$ cat config.mk
export PLATFORM = sky130hd
export DESIGN_NAME = addsub_seq
export DESIGN_NICKNAME = d
export VERILOG_FILES = /design/src/rtl/addsub_seq.sv
export SDC_FILE = /design/constraint.sdc
export NUM_CORES = 1
export LEC_CHECK = 0
export CORE_ASPECT_RATIO = 0.8
export CORE_MARGIN = 10
export CORE_UTILIZATION = 51
export DETAILED_ROUTE_END_ITERATION = 6
export PLACE_DENSITY = 0.79
export SYNTH_ARGS = -nofsm -noshare
export SYNTH_HDL_FRONTEND = slang
export SYNTH_SLANG_ARGS = --single-unit
$ cat constraint.sdc
create_clock -name clk -period 4 [get_ports clk]
set_input_delay 0.8 -clock clk [delete_from_list [all_inputs] [get_ports clk]]
set_output_delay 0.8 -clock clk [all_outputs]
set_load 0.1 [all_outputs]
$ cat src/rtl/addsub_seq.sv
// addsub_seq: multi-cycle adder/subtractor that handles C bits per clock,
// least-significant chunk first, over N = W/C BUSY cycles.
// Handshake: operands are taken on in_valid && in_ready (IDLE only).
// The result is held while out_valid is high (DONE) until out_ready.
// W must be an integer multiple of C, with 1 <= C <= W.
// Optional feature: define ADDSUB_SAT_EN to saturate the presented result
// on two's-complement overflow. Without the macro, the result wraps and no
// saturation logic is built.
module addsub_seq #(
  parameter int W = 8,
  parameter int C = 2
) (
  input  logic         clk,
  input  logic         rst_n,
  input  logic [W-1:0] a,
  input  logic [W-1:0] b,
  input  logic         sub,
  input  logic         in_valid,
  output logic         in_ready,
  output logic [W-1:0] y,
  output logic         cout,
  output logic         ovf,
  output logic         zero,
  output logic         out_valid,
  input  logic         out_ready
);

  localparam int N  = W / C;
  localparam int CW = (N > 1) ? $clog2(N) : 1;

  typedef enum logic [1:0] {
    IDLE,
    BUSY,
    DONE
  } state_t;

  state_t state, state_nxt;

  logic [W-1:0]  a_r;
  logic [W-1:0]  b_r;
  logic          sub_r;
  logic          carry;
  logic [CW-1:0] cnt;

  logic [W-1:0]  y_r;
  logic          cout_r;
  logic          ovf_r;
  logic          zero_r;

  logic [C-1:0]  a_chunk;
  logic [C-1:0]  b_chunk;
  logic [C-1:0]  s_chunk;
  logic          c_chunk;
  logic          last;
  logic          cin_msb;
  logic          ovf_now;
  logic [W-1:0]  y_ins;
  logic [W-1:0]  y_fin;

  // State register; reset drops any operation in flight back to IDLE
  always_ff @(posedge clk or negedge rst_n) begin
    if (!rst_n) begin
      state <= IDLE;
    end else begin
      state <= state_nxt;
    end
  end

  // Next-state logic and handshake outputs
  always_comb begin
    state_nxt = state;
    in_ready  = 1'b0;
    out_valid = 1'b0;
    case (state)
      IDLE: begin
        in_ready = 1'b1;
        if (in_valid) begin
          state_nxt = BUSY;
        end
      end
      BUSY: begin
        if (last) begin
          state_nxt = DONE;
        end
      end
      DONE: begin
        out_valid = 1'b1;
        if (out_ready) begin
          state_nxt = IDLE;
        end
      end
      default: begin
        state_nxt = IDLE;
      end
    endcase
  end

  // One chunk of the ripple: a chunk plus the (optionally inverted) b chunk
  // plus the running carry. The carry into the word MSB is recovered from the
  // sum bit, so overflow works even when a chunk is a single bit wide.
  always_comb begin
    a_chunk = a_r[cnt*C +: C];
    b_chunk = sub_r ? ~b_r[cnt*C +: C] : b_r[cnt*C +: C];
    {c_chunk, s_chunk} = {1'b0, a_chunk} + {1'b0, b_chunk} + {{C{1'b0}}, carry};
    last    = (cnt == CW'(N - 1));
    cin_msb = s_chunk[C-1] ^ a_chunk[C-1] ^ b_chunk[C-1];
    ovf_now = cin_msb ^ c_chunk;
    y_ins   = y_r;
    y_ins[cnt*C +: C] = s_chunk;
    y_fin   = y_ins;
`ifdef ADDSUB_SAT_EN
    if (ovf_now) begin
      y_fin = a_r[W-1] ? {1'b1, {(W-1){1'b0}}} : {1'b0, {(W-1){1'b1}}};
    end
`endif
  end

  // Operand capture, chunk sequencing and result/flag registers
  always_ff @(posedge clk or negedge rst_n) begin
    if (!rst_n) begin
      a_r    <= '0;
      b_r    <= '0;
      sub_r  <= 1'b0;
      carry  <= 1'b0;
      cnt    <= '0;
      y_r    <= '0;
      cout_r <= 1'b0;
      ovf_r  <= 1'b0;
      zero_r <= 1'b0;
    end else begin
      case (state)
        IDLE: begin
          if (in_valid) begin
            a_r   <= a;
            b_r   <= b;
            sub_r <= sub;
            carry <= sub;
            cnt   <= '0;
          end
        end
        BUSY: begin
          carry <= c_chunk;
          if (last) begin
            cnt    <= '0;
            y_r    <= y_fin;
            cout_r <= c_chunk;
            ovf_r  <= ovf_now;
            zero_r <= (y_fin == '0);
          end else begin
            cnt <= cnt + CW'(1);
            y_r <= y_ins;
          end
        end
        default: begin
        end
      endcase
    end
  end

  assign y    = y_r;
  assign cout = cout_r;
  assign ovf  = ovf_r;
  assign zero = zero_r;

endmodule

=== Word level (Yosys, flattened, before mapping) ===
Index checks and enable logic that the tools add are counted.

* Latch bits: 0
* Word-level logic and storage cells: 48
* Memories: 0
* Flip-flop bits (word level): 33
* Bits of input ports: 21
* Memory bits (read-only): 0
* Memory bits (writable): 0

* $add $sub $neg: 4
* Divide/modulo/power cells: 0
* Equal/unequal tests: 6
* Reduce and logical (&&, ||, !) cells: 7
* Order comparisons: 0
* Bitwise operators: 4
* Shift operators: 4
* Multiply operators: 0
* Mux-type cells: 13

{| class="wikitable"
|+ Operators with widths
! cell !! number
|-
| negator 3 -> 34 bit || 1
|-
| variable shift 2 x 34 -> 8 bit (first input constant) || 1
|-
| indexed part select 2 x 34 -> 8 bit || 1
|-
| indexed part select 8 x 4 -> 2 bit || 2
|-
| 2-to-1 mux 2 bit || 6
|-
| bitwise mux 8 bit || 1
|-
| zero test 8 bit || 1
|-
| inequality test 2 bit (second input constant) || 3
|-
| case mux 2 bit (3 select lines) || 1
|-
| AND reduction 2 bit || 3
|-
| equality test 2 bit (second input constant) || 2
|-
| case mux 2 bit (2 select lines) || 1
|-
| adder 2 x 2 -> 3 bit || 1
|-
| adder 3 x 1 -> 3 bit || 1
|-
| 2-to-1 mux 1 bit || 3
|-
| AND reduction 3 bit || 1
|-
| XOR 1 bit || 3
|-
| adder 2 x 1 -> 2 bit (second input constant) || 1
|-
| equality test 2 x 1 -> 1 bit (second input constant) || 1
|-
| zero test 2 bit || 1
|-
| NOT 2 bit || 1
|-
| case mux 1 bit (2 select lines) || 1
|-
| nonzero test 2 bit || 1
|}

=== Logic depth before layout (Yosys ltp) ===
Gate-level depths: netlist of the first run.

* Depth in word-level cells: 8
* Mapped depth: 10
* Gate-level depth less buffers: 9

=== Worst setup path before layout of the first run ===
OpenSTA, ideal clock, no wires.

* Path kind: reg-to-reg
* Start point: register cnt[0]
* End point: register zero_r, in the netlist zero
* Arrival: 2.778 ns
* Stages on the path, launching flop included: 10
* Required time: 3.877 ns
* Setup time: 0.123 ns
* Path slack: 1.099 ns
* Cell sequence: dfrtp_1 -> buf_6 -> mux4_1 -> xor2_1 -> fa_1 -> inv_1 -> fa_1 -> a221oi_1 -> nor4_1 -> a32o_1

* Word-level cells in the longest chain between the ends: 8

{| class="wikitable"
|+ RTL lines
! item !! RTL line !! source
|-
| start, declared || 43 || <nowiki>logic [CW-1:0] cnt;</nowiki>
|-
| start signal, assigned || 150 || <nowiki>cnt <= cnt + CW'(1);</nowiki>
|-
| indexed part select 8 x 4 -> 2 bit || 103 || <nowiki>b_chunk = sub_r ? ~b_r[cnt*C +: C] : b_r[cnt*C +: C];</nowiki>
|-
| NOT 2 bit || 103 ||
|-
| 2-to-1 mux 2 bit || 103 ||
|-
| adder 2 x 2 -> 3 bit || 104 || <nowiki>{c_chunk, s_chunk} = {1'b0, a_chunk} + {1'b0, b_chunk} + {{C{1'b0}}, carry};</nowiki>
|-
| adder 3 x 1 -> 3 bit || 104 ||
|-
| indexed part select 2 x 34 -> 8 bit || 109 || <nowiki>y_ins[cnt*C +: C] = s_chunk;</nowiki>
|-
| bitwise mux 8 bit || 109 ||
|-
| zero test 8 bit || 148 || <nowiki>zero_r <= (y_fin == '0);</nowiki>
|-
| end signal, assigned || 148 ||
|-
| end, declared || 48 || <nowiki>logic zero_r;</nowiki>
|}

Several ways; a longest one is shown, not always the timed one.
A chain may end at the register's enable or synchronous reset.

=== Worst setup path in the final report of the first run ===
Same ends and word-level chain as after synthesis.

==> results of run 1 <==
metal layers:
| layer | up-vias | track usage (%) | share of wire [%] |
|---|---|---|---|
| li1 | 648 | - | - |
| met1 | 619 | 14.1 | 44 |
| met2 | 37 | 21.6 | 49 |
| met3 | 5 | 3.84 | 5.7 |
| met4 | 0 | 5.01 | 1.2 |
| met5 | - | 0 | 0 |
state kept, by name, summed over array words and instances (netlist names):
name / cells
ovf: 1
a_r: 8
carry: 1
y: 8
cnt: 2
cout: 1
zero: 1
state: 2
sub_r: 1
b_r: 8
per-stage QoR:
| stage | instance area [um2] | setup slack [ps] |
|---|---|---|
| finish | 2150 | 783 |
| global route | 2150 | 576 |
| CTS | 2150 | 764 |
| detailed placement | 2030 | 782 |
| global placement | 2030 | 882 |
| floorplan | 1680 | 1100 |
worst max-delay path by stage:
stage                                  start  cells after the start          endpoint
after floorplan           cnt[0]$_DFFE_PN0P_                      9  zero$_DFFE_PN0P_
after global placement    cnt[0]$_DFFE_PN0P_                      8  zero$_DFFE_PN0P_
after detailed placement  cnt[0]$_DFFE_PN0P_                      8  zero$_DFFE_PN0P_
after CTS                 cnt[0]$_DFFE_PN0P_                      8  zero$_DFFE_PN0P_
after global routing      cnt[0]$_DFFE_PN0P_                      8  zero$_DFFE_PN0P_
final                     cnt[0]$_DFFE_PN0P_                      8  zero$_DFFE_PN0P_
cell families after synthesis:
| logic type | after synthesis |
|---|---|
| buffers and inverters | 17 |
| flip-flops | 33 |
| adder cells (fa/ha/maj) | 8 |
| AND/OR/NAND/NOR | 86 |
| AO/OA/AOI/OAI | 20 |
| XOR/XNOR | 5 |
| multiplexers | 6 |
final cells by class:
cell class | count | area share [%]
clock buffers | 6 | 3.83
clock inverters | 2 | 1.74
inverters | 9 | 1.57
multi-input cells | 125 | 36.5
flip-flops and latches | 33 | 38.3
well taps | 40 | 2.32
repair buffers | 34 | 15.7
Yosys cell counts:
cell type  instances
clkbuf_1           6
mux4_1             3
a21oi_1            1
a22o_1             3
and2_1             1
nand3_1            2
inv_1              9
o21ai_0            7
o31ai_1            3
o21ai_1            1
nand3b_1           4
xnor2_1            2
xnor2_2            1
a221o_1            1
nand4_1            1
fa_1               2
nand2b_1           2
buf_6              1
a32o_1             1
nor2_1             6
a221oi_1           1
mux4_2             1
nand2_1           65
mux2i_1            2
dfrtp_1           33
nor2b_1            1
nor4_1             3
nor3_1             1
xor2_1             2
buf_2              1
ha_1               6
o211ai_1           1
o22ai_1            1
critical path: stages (launching register included):
cell and delay [ps]:
dfrtp_1 680, mux4_1 640, xor2_1 180, fa_1 360, inv_1 70, fa_1 510
a221oi_1 310, nor4_1 100, a32o_1 260
==> flow_summary.json, run 1 <==
{
  "grt_setup_unrepaired": "no",
  "finalCritPeriodShare_pct": 80.4,
  "vias": 1309,
  "clock.fmax_mhz": 311,
  "synth_xor_area_share_pct": 3.05,
  "regArea_um2": 826,
  "htree_levels": 2,
  "synthMuxAreaShare_pct": 7.21,
  "path_clk_slew_ps": 70,
  "die_x_um": 84.2,
  "synth_seq_cells": 33,
  "placementRows": 18,
  "post_cts_buffers": 0,
  "slew_viol_final": 0,
  "synth_top_area_share_pct": 49.0,
  "fin_skew_ps": 3.56,
  "insertion_delay_ps": 290,
  "synthDistinctLibCells": 33,
  "fillers": 246,
  "cts_buffers": 5,
  "cap_viol_max_count": 0,
  "grt_start_max_net_pins": 34,
  "yosysTopAreaCell": "dfrtp_1",
  "max-slew-margin-rel_pct": 33.8,
  "layout-drive-gt1-share_pct": 5.26,
  "synth_cells": 175,
  "cts_max_path_buffers": 2,
  "setup_tns_ps": 0,
  "final_core_util_pct": 68.8,
  "clock-sinks": 33,
  "antenna_found_initial": 0,
  "syn_area_per_cell_um2": 9.62,
  "fin_cells": 249,
  "required_ps": 4170,
  "drc_errors": 0,
  "syn_to_final_growth_pct": 27.9,
  "hold_viol_final": 0,
  "die_h_um": 71.4,
  "synth_area_um2": 1680,
  "crit_arrival_ps": 3390,
  "cts_hold_buf": 0,
  "holdPathEnd": "a_r[2]$_DFFE_PN0P_",
  "hold_start": "a_r[2]$_DFFE_PN0P_",
  "num_io_pins": 34,
  "multiInputGateArea_um2": 786,
  "critPathLaunchType": "flip-flop",
  "wl_per_cell_um": 14.5,
  "dieArea_um2": 6020,
  "cts-root-buf": "clkbuf_8",
  "min_period_ps": 3220,
  "outcome": "completed",
  "path_max_fanout": 14,
  "max_slew.worst_pin.slew_ps": 990,
  "synth-simple-area-share_pct": 21.5,
  "n_antenna_cell": 0,
  "hpwlAfterDp_mm": 2.65,
  "ant_nets": 0,
  "fin_nets": 237,
  "drt_iter0_markers": 55,
  "gr-usage-all-layers_pct": 12.5,
  "start_util_pct": 53.8,
  "holdPathStages": 2,
  "overflow": 0,
  "globalplace.congestion": 0.824,
  "ys_seq_area_share_pct": 49.0,
  "cts_tree": "done",
  "coreArea_um2": 3130,
  "vias_per_cell": 5.26,
  "port_buffers": 33,
  "cp-end-kind": "flip-flop",
  "syn_nets": 204,
  "wl_mm": 3.61,
  "r2r_cells": 8,
  "r2r_start": "cnt[0]$_DFFE_PN0P_",
  "synth-adder-area-share_pct": 6.84,
  "drtPass1Iterations": 4,
  "final_common_cell": "nand2_1",
  "synth_compound_area_share_pct": 8.10,
  "worst_r2r_endpoint": "zero$_DFFE_PN0P_",
  "first_global_vias": 1349,
  "synth_area_leaders": "dfrtp_1 49%, nand2_1 14%, mux4_1 4.7%",
  "final_cell_mix": "65 x nand2_1, 33 x dfrtp_1, 33 x clkdlybuf4s50_1",
  "place_inst": 241,
  "setup_viol": 0,
  "synth_top_family_by_area": "simple AND/OR/NAND/NOR gates",
  "grt_pass1_wl_mm": 6.21,
  "ff2ff_setup_slack_ps": 780,
  "yosys_warnings": 0,
  "crit_type": "flip-flop to flip-flop",
  "cts_resized": 0,
  "hold_ws_ps": 476,
  "hold_path_class": "flip-flop to flip-flop"
}
Power of run 1 is left out: the tool's default activity adds up to more than one toggle a clock period on the data nets, which glitch-free logic cannot reach.
==> run 2, diff against run 1 <==
Clock period 4 ns to 3.2 ns, I/O delays scaled along.
==> run 2 against run 1 <==
Effect of this change:
- die area stayed put
- core utilization is 0.76 points lower
- setup slack worse by 580 ps
- sequential share of layout area is 0.49 points higher
- non-clock buffer count is 1 higher
- first-iteration DRC count is 11% lower
- final cell count is 0.40% higher
- wire length is 2.0% lower
- global-route usage is 0.11 points lower
- highest routed layer unchanged
==> flow_summary.json, run 2 (synthesis gave the netlist of run 1 again) <==
{
  "place_ws_ps": 115,
  "fin_skew_ps": 9.84,
  "num_io_pins": 34,
  "worst_r2r_endpoint": "zero$_DFFE_PN0P_",
  "final_cell_mix": "65 x nand2_1, 32 x dfrtp_1, 20 x clkdlybuf4s50_1",
  "first_global_vias": 1365,
  "slew_viol_final": 0,
  "post_cts_buffers": 0,
  "r2r_start": "cnt[0]$_DFFE_PN0P_",
  "clock.fmax_mhz": 333,
  "grt_setup_unrepaired": "no",
  "finalCritPeriodShare_pct": 93.8,
  "dieArea_um2": 6020,
  "drc_errors": 0,
  "outcome": "completed",
  "gr-usage-all-layers_pct": 12.4,
  "cpMaxStageDelayCell": "mux4_1",
  "syn_to_final_growth_pct": 26.4,
  "clock-sinks": 33,
  "ant_nets": 0,
  "antenna_found_initial": 0,
  "path_cells": "mux4_1, xor2_1, fa_1, inv_1, fa_1, a221oi_1, nor4_1, a32o_1",
  "fin_cells": 250,
  "hold_viol_final": 0,
  "insertion_delay_ps": 300,
  "path_max_fanout": 10,
  "vias": 1311,
  "hold_path_class": "flip-flop to flip-flop",
  "hpwlAfterDp_mm": 2.60,
  "globalplace.congestion": 0.831,
  "place_inst": 242,
  "overflow": 0,
  "wl_per_cell_um": 14.1,
  "vias_per_cell": 5.24,
  "cap_viol_max_count": 0,
  "grt_start_max_net_pins": 34,
  "crit_type": "flip-flop to flip-flop",
  "r2r_cells": 8,
  "grt_pass1_wl_mm": 6.07,
  "wl_mm": 3.54,
  "max_stage_delay_ps": 600,
  "start_util_pct": 53.8,
  "critPathBufInv": 1,
  "layout-drive-gt1-share_pct": 12.4,
  "path_clk_slew_ps": 70,
  "setup_viol": 0,
  "htree_levels": 2,
  "die_h_um": 71.4,
  "critPathMostFrequentCell": "fa_1",
  "cts-root-buf": "clkbuf_8",
  "cts_buffers": 5,
  "worst_slack_ps": 198,
  "max_slew.worst_pin.slew_ps": 604,
  "holdPathStages": 2,
  "max-slew-margin-rel_pct": 59.7,
  "cp_top_family": "adder cells",
  "crit_cells": 8,
  "final_common_cell": "nand2_1",
  "port_buffers": 33,
  "cts_tree": "done",
  "cp-end-kind": "flip-flop",
  "setup_tns_ps": 0,
  "drt_iter0_markers": 49,
  "cts_max_path_buffers": 2,
  "fin_nets": 238,
  "crit_arrival_ps": 3190,
  "required_ps": 3390,
  "ff2ff_setup_slack_ps": 200,
  "hold_ws_ps": 468,
  "coreArea_um2": 3130,
  "hold_start": "b_r[3]$_DFFE_PN0P_",
  "die_x_um": 84.2,
  "n_antenna_cell": 0,
  "holdPathEnd": "b_r[3]$_DFFE_PN0P_",
  "critPathLaunchType": "flip-flop",
  "placementRows": 18,
  "drtPass1Iterations": 5,
  "min_period_ps": 3000
}
==> run 2: cell types whose count changed in the layout (fill, tap and decap cells not counted) <==
cell             change
buf_4               +14
clkdlybuf4s50_1     -13
dfrtp_1              -1
dfrtp_2              +1
==> run 2: timing repair <==
| action | 4_1_cts | 5_1_grt |
|---|---|---|
| hold buffers | 0 | 0 |
| resized for setup | 0 | 1 |
| setup endpoints to repair | 0 | 1 |
==> run 2: layer usage <==
metal / share of wire [%] / routed length [um] / track usage [%]
met4: 1.7 / 59 / 5.19
met3: 5.2 / 185 / 5.65
met1: 45 / 1590 / 13.0
met2: 48 / 1700 / 21.2
met5: 0 / 0 / 0
==> run 2: worst max-delay path by stage <==
stage,startpoint,endpoint,slack (ps)
6_report,cnt[0]$_DFFE_PN0P_,zero$_DFFE_PN0P_,200
5_1_grt,cnt[0]$_DFFE_PN0P_,zero$_DFFE_PN0P_,90
4_1_cts,cnt[0]$_DFFE_PN0P_,zero$_DFFE_PN0P_,100
3_5_place_dp,cnt[0]$_DFFE_PN0P_,zero$_DFFE_PN0P_,110
3_3_place_gp,cnt[0]$_DFFE_PN0P_,zero$_DFFE_PN0P_,220
2_1_floorplan,cnt[0]$_DFFE_PN0P_,zero$_DFFE_PN0P_,300
==> run 2: worst register-to-register path: stages, from the launching register on <==
cell and delay, ps:
dfrtp_2 480, mux4_1 600, xor2_1 170, fa_1 360, inv_1 70, fa_1 500, a221oi_1 330, nor4_1 120
a32o_1 260
==> run 2: final cells by class <==
cell class	count	area, um2
clock buffers	6	82.6
well taps	40	50.0
clock inverters	2	37.5
flip-flops and latches	33	827
repair buffers	35	313
inverters	9	33.8
fillers	241	1000
multi-input cells	125	786
==> run 2: stage by stage <==
step                instance area, um2  util [%]
floorplan                         1680         -
global placement                  2010      64.1
detailed placement                2010      64.1
CTS                               2130      68.0
global route                      2130      68.0
finish                            2130      68.0
Power of run 2 is left out for the same reason.
